`config.mk`:
```
export PLATFORM = sky130hd
export DESIGN_NAME = gnss_sample_capture_periph
export DESIGN_NICKNAME = d
export VERILOG_FILES = /design/src/rtl/gnss_sample_capture_periph.sv
export SDC_FILE = /design/constraint.sdc
export NUM_CORES = 1
export LEC_CHECK = 0
export ABC_AREA = 0
export CORE_MARGIN = 2
export CORE_UTILIZATION = 40
export DETAILED_ROUTE_END_ITERATION = 10
export HOLD_SLACK_MARGIN = 0.08
export MAX_ROUTING_LAYER = met4
export SLEW_MARGIN = 20
export SYNTH_ARGS = -nofsm -noshare
export SYNTH_HDL_FRONTEND = slang
export SYNTH_SLANG_ARGS = --single-unit
```
`constraint.sdc`:
```
create_clock -name sys_clk -period 7.05 [get_ports sys_clk]
set_input_delay 0.705 -clock sys_clk [delete_from_list [all_inputs] [get_ports sys_clk]]
set_output_delay 0.705 -clock sys_clk [all_outputs]
set_load 0.03 [all_outputs]
```
`src/rtl/gnss_sample_capture_periph.sv`:
```
// GNSS IF sample capture peripheral: packs 2-bit samples into 32-bit words, FIFO, register-read drain.
// Optional macro GNSS_CAPTURE_SAMPLE_CNT_EN implements the SAMPLE_CNT counter at offset 0xC.
module gnss_sample_capture_periph #(
  parameter int unsigned FIFO_DEPTH = 16,
  parameter int unsigned IRQ_LEVEL  = 8
) (
  input  logic        sys_clk,
  input  logic        rst_n,
  input  logic        mem_valid,
  output logic        mem_ready,
  input  logic [31:0] mem_addr,
  input  logic [31:0] mem_wdata,
  input  logic [3:0]  mem_wstrb,
  output logic [31:0] mem_rdata,
  input  logic        sample_valid,
  input  logic [1:0]  sample_data,
  output logic        irq
);

  localparam int unsigned AW = $clog2(FIFO_DEPTH);
  localparam int unsigned LW = AW + 1;

  typedef enum logic [1:0] {
    REG_CTRL   = 2'd0,
    REG_STATUS = 2'd1,
    REG_DATA   = 2'd2,
    REG_CNT    = 2'd3
  } reg_sel_e;

  reg_sel_e    sel;
  logic        commit, is_wr, is_rd;
  logic        flush, ovf_clr, ctrl_wr;
  logic        en, irq_en, ovf;
  logic [3:0]  idx;
  logic [31:0] pack_word, push_word;
  logic        pack_push, fifo_wr, pop;
  logic [AW-1:0] wptr, rptr;
  logic [LW-1:0] level, level_nxt;
  logic        empty, full, lvl_hit;
  logic [8:0]  level9;
  logic [31:0] fifo_mem [FIFO_DEPTH];
  logic [31:0] cnt_rd, rd_mux;
  logic        unused_bits;

  assign sel     = reg_sel_e'(mem_addr[3:2]);
  assign commit  = mem_ready & mem_valid;
  assign is_wr   = commit & (|mem_wstrb);
  assign is_rd   = commit & ~(|mem_wstrb);
  assign ctrl_wr = is_wr && (sel == REG_CTRL) && mem_wstrb[0];
  assign flush   = ctrl_wr && mem_wdata[1];
  assign ovf_clr = is_wr && (sel == REG_STATUS) && mem_wstrb[2] && mem_wdata[16];

  assign empty   = (level == '0);
  assign full    = (level == LW'(FIFO_DEPTH));
  assign lvl_hit = (level >= LW'(IRQ_LEVEL));
  assign level9  = 9'(level);

  assign pop       = is_rd && (sel == REG_DATA) && !empty;
  assign pack_push = en && sample_valid && (idx == 4'd15);
  assign push_word = {sample_data, pack_word[29:0]};
  // Pop frees the slot first, so a full FIFO still accepts a push in the same cycle.
  assign fifo_wr   = pack_push && (!full || pop);

  always_comb begin
    level_nxt = level;
    if (fifo_wr && !pop)
      level_nxt = level + LW'(1);
    else if (pop && !fifo_wr)
      level_nxt = level - LW'(1);
  end

  always_ff @(posedge sys_clk) begin
    if (!rst_n) begin
      mem_ready <= 1'b0;
      irq       <= 1'b0;
      en        <= 1'b0;
      irq_en    <= 1'b0;
      ovf       <= 1'b0;
      idx       <= '0;
      pack_word <= '0;
      wptr      <= '0;
      rptr      <= '0;
      level     <= '0;
    end else begin
      mem_ready <= mem_valid & ~mem_ready;
      irq       <= irq_en & (lvl_hit | ovf);
      if (ctrl_wr) begin
        en     <= mem_wdata[0];
        irq_en <= mem_wdata[2];
      end
      if (flush) begin
        idx       <= '0;
        pack_word <= '0;
        wptr      <= '0;
        rptr      <= '0;
        level     <= '0;
      end else begin
        if (!en) begin
          idx       <= '0;
          pack_word <= '0;
        end else if (sample_valid) begin
          pack_word[{idx, 1'b0} +: 2] <= sample_data;
          idx                         <= idx + 4'd1;
        end
        if (pop)     rptr <= rptr + AW'(1);
        if (fifo_wr) wptr <= wptr + AW'(1);
        level <= level_nxt;
      end
      if (pack_push && full && !pop && !flush)
        ovf <= 1'b1;
      else if (ovf_clr)
        ovf <= 1'b0;
    end
  end

  always_ff @(posedge sys_clk) begin
    if (rst_n && !flush && fifo_wr)
      fifo_mem[wptr] <= push_word;
  end

`ifdef GNSS_CAPTURE_SAMPLE_CNT_EN
  logic [31:0] sample_cnt;

  always_ff @(posedge sys_clk) begin
    if (!rst_n)
      sample_cnt <= '0;
    else if (en && sample_valid)
      sample_cnt <= sample_cnt + 32'd1;
  end

  assign cnt_rd = sample_cnt;
`else
  assign cnt_rd = '0;
`endif

  always_comb begin
    rd_mux = '0;
    case (sel)
      REG_CTRL:   rd_mux = {29'b0, irq_en, 1'b0, en};
      REG_STATUS: rd_mux = {15'b0, ovf, 2'b0, full, empty, 3'b0, level9};
      REG_DATA:   if (!empty) rd_mux = fifo_mem[rptr];
      REG_CNT:    rd_mux = cnt_rd;
      default:    rd_mux = '0;
    endcase
  end

  assign mem_rdata = mem_ready ? rd_mux : '0;

  assign unused_bits = ^{mem_addr[31:4], mem_addr[1:0], mem_wdata[31:17], mem_wdata[15:3]};

endmodule

```
==> out/metrics.cfg <==
[hold_path]
holdPathStages=1
hold_path.class=reg2reg
worst_hold_startpoint=irq_en$_SDFFE_PN0P_

[cts]
path_clk_slew_ns=0.06
cts.hold.buffers_added=0
cts_setup_buffers=0
insertion_delay_to_the_later_sink_of_the_worst_skew_pair_ns=0.61
tritoncts.num_buffers=57
total_clock_sinks=568
htreeDepth=2
ctsRootBufferMaster=sky130_fd_sc_hd__clkbuf_16
clock_tree_from_tritoncts=yes
cts_resized=0
clockBufferDepth=3

[worst_setup_path]
worstSetupPathType=reg2out
timing.critical_path.fanout_max=44
critPathRequiredTime_ns=6.34
worstSetupStartpointType=flip-flop
timing.critical_path.to_type=output port
arrival_time_at_the_worst_endpoint_ns=4.32
rr_worst_depth=5
r2r_start=idx[0]$_SDFFE_PP0P_

[grt]
wire_length_of_the_first_global_routing_pass_microns=73280
global_route.overflow_total=0
grt_pass1_vias=11350
track_usage_pct=17.92
grt_start_max_net_pins=52
antenna_found_initial=2

[timing]
slew-limit-headroom_pct=28.66
setup_viol_count_final=0
fin_setup_tns_ns=0
post-route-period-util_pct=71.31
clock-skew-final_ns=0.02078
hold_slack_ns=0.4674
timing.final.hold_violations=0
rsz0062_at_grt=no
min_period_ns=5.028
slew_viol_final=0
timing.fmax_mhz=198.9
tightest_slew_ns=1.067

[synthesis]
syn_area_sq_um=22260
ys_dominant_reg_cell=sky130_fd_sc_hd__edfxtp_1
synth_seq_cells=568
synth_enable_flop_cells=512
synth_cell_types=69
synth_warnings=0
post_synth_inst_count=1156
post_synth.cell_area_avg_sq_um=19.26
proportion_of_register_bits_with_asynchronous_set_or_reset_after_synthesis_pct=0
synth_fp_nets=1243
synth_sequential_area_ratio_pct=74.10

[detailed_routing]
dr.pass1.iters=5
drt-wirelength-per-cell_microns=24.42
remaining_drc_errors=0
routed_wirelength_microns=49450
via_count=11160
detail_route.vias_per_cell=5.511
antenna_violating_nets_post_route=0
detail_route.iter0.violations=1019

[finish]
drive_gt1_share_pct=21.88
finalNonFillerCells=2025
fin_area_sq_um=25500
seqCellArea_sq_um=16510
area_growth_pct=14.57
layout.nets=1314
layout.filler_cells=4695
layout_commonest_cell=sky130_fd_sc_hd__edfxtp_1
layout.cells.most_common_list=sky130_fd_sc_hd__edfxtp_1, sky130_fd_sc_hd__mux4_2, sky130_fd_sc_hd__clkbuf_16
multiInputGateArea_sq_um=5444

[floorplan]
design.die.area_sq_um=57550
initial_core_utilization_pct=40.40
fp.coreArea_sq_um=55090
chipHeight_microns=239.9
fp.dieW_microns=239.9
std_cell_rows=86
floorplan.io_pins=108

[power_and_ir_drop]
post-layout-total-power_mw=6.569
power_leakage_nw=8.649
vdd_ir_drop_max_mv=0.2265
cell_pwr_density_nw_per_um2=257.6

[placement]
post_dp_cell_area_sq_um=23690
hpwl_microns=26960
post-place-cells=1916
placer_s_final_routability_congestion_estimate=0.7859
number_of_port_buffers=49

[status]
status=completed

[run]
maxCapViolations=0

-- cells by family after synthesis --
family                   after synthesis  synth area share (%)
AND/OR/NAND/NOR                      181                 4.345
buffers and inverters                 83                 1.934
multiplexers                         166                 14.36
XOR/XNOR                               6                0.2361
adder cells (fa/ha/maj)               13                0.7644
flip-flops                           568                 74.10
AO/OA/AOI/OAI                        139                 4.261
-- stage by stage --
step	util, %	worst slack [ns]
4_1_cts	46.28	1.877
3_3_place_gp	43.00	2.525
6_report	46.29	2.022
3_5_place_dp	43.00	2.544
2_1_floorplan	-	2.855
5_1_grt	46.29	1.793
-- layout make-up --
class / instances / area share (%)
Sequential cell: 568 / 64.73
Inverter: 13 / 0.1913
Timing Repair Buffer: 82 / 2.943
Clock inverter: 20 / 0.6279
Clock buffer: 87 / 6.476
Tap cell: 748 / 3.670
Antenna cell: 2 / 0.01962
Multi-Input combinational cell: 505 / 21.35
-- worst paths after layout --
| check | to | slack [ns] |
|---|---|---|
| worst max-delay path | mem_rdata[17] | 2.02 |
| worst max register to register | fifo_mem[9][26]$_DFFE_PP_ | 3.45 |
| worst min register to register | irq$_SDFF_PN0_ | 0.47 |
| worst min-delay path | irq$_SDFF_PN0_ | 0.47 |
-- report_power, final --
| part | total (mW) | internal [mW] | switching, mW |
|---|---|---|---|
| logic | 0.0299 | 0.0127 | 0.0171 |
| registers | 3.62 | 3.62 | 0.000786 |
| clock network | 2.92 | 1.69 | 1.24 |
| total | 6.57 | 5.31 | 1.26 |
-- state kept, by name, indices dropped and copies added (netlist names), 4 cells and up, named ones only --
name	cells
pack_word	30
level	5
fifo_mem	512
idx	4
rptr	4
wptr	4
-- layer usage --
metal	up-vias	track usage, %	wire [microns]
met4	0	6.079	1282
met1	5915	22.94	21460
met3	77	2.308	1933
met2	241	29.75	24780
li1	4927	-	-
met5	-	-	0
-- Yosys cell counts, types with 12 or more instances --
library cell / instances / area, sq um
sky130_fd_sc_hd__nor3_1: 28 / 140.1
sky130_fd_sc_hd__o21ai_0: 21 / 105.1
sky130_fd_sc_hd__inv_1: 12 / 45.04
sky130_fd_sc_hd__mux4_2: 122 / 2748
sky130_fd_sc_hd__dfxtp_1: 56 / 1121
sky130_fd_sc_hd__mux2i_1: 38 / 380.4
sky130_fd_sc_hd__a21oi_1: 22 / 110.1
sky130_fd_sc_hd__nand4_1: 13 / 81.33
sky130_fd_sc_hd__buf_2: 21 / 105.1
sky130_fd_sc_hd__edfxtp_1: 512 / 15370
sky130_fd_sc_hd__ha_1: 12 / 150.1
sky130_fd_sc_hd__buf_4: 16 / 120.1
sky130_fd_sc_hd__nor2_1: 46 / 172.7
sky130_fd_sc_hd__o22ai_1: 49 / 306.5
sky130_fd_sc_hd__clkbuf_1: 25 / 93.84
sky130_fd_sc_hd__nand3_1: 13 / 65.06
sky130_fd_sc_hd__nand2_1: 27 / 101.4
-- worst max-delay path, cell delays in order, from the launching register on --
cell and delay (ns):
sky130_fd_sc_hd__dfxtp_4 0.80, sky130_fd_sc_hd__clkinv_1 0.62, sky130_fd_sc_hd__nand2_1 0.70, sky130_fd_sc_hd__buf_4 0.32
sky130_fd_sc_hd__o22ai_1 0.11, sky130_fd_sc_hd__nor3_1 0.38, sky130_fd_sc_hd__clkdlybuf4s50_1 0.76
Note: power is estimated with default switching activity, not from simulation.
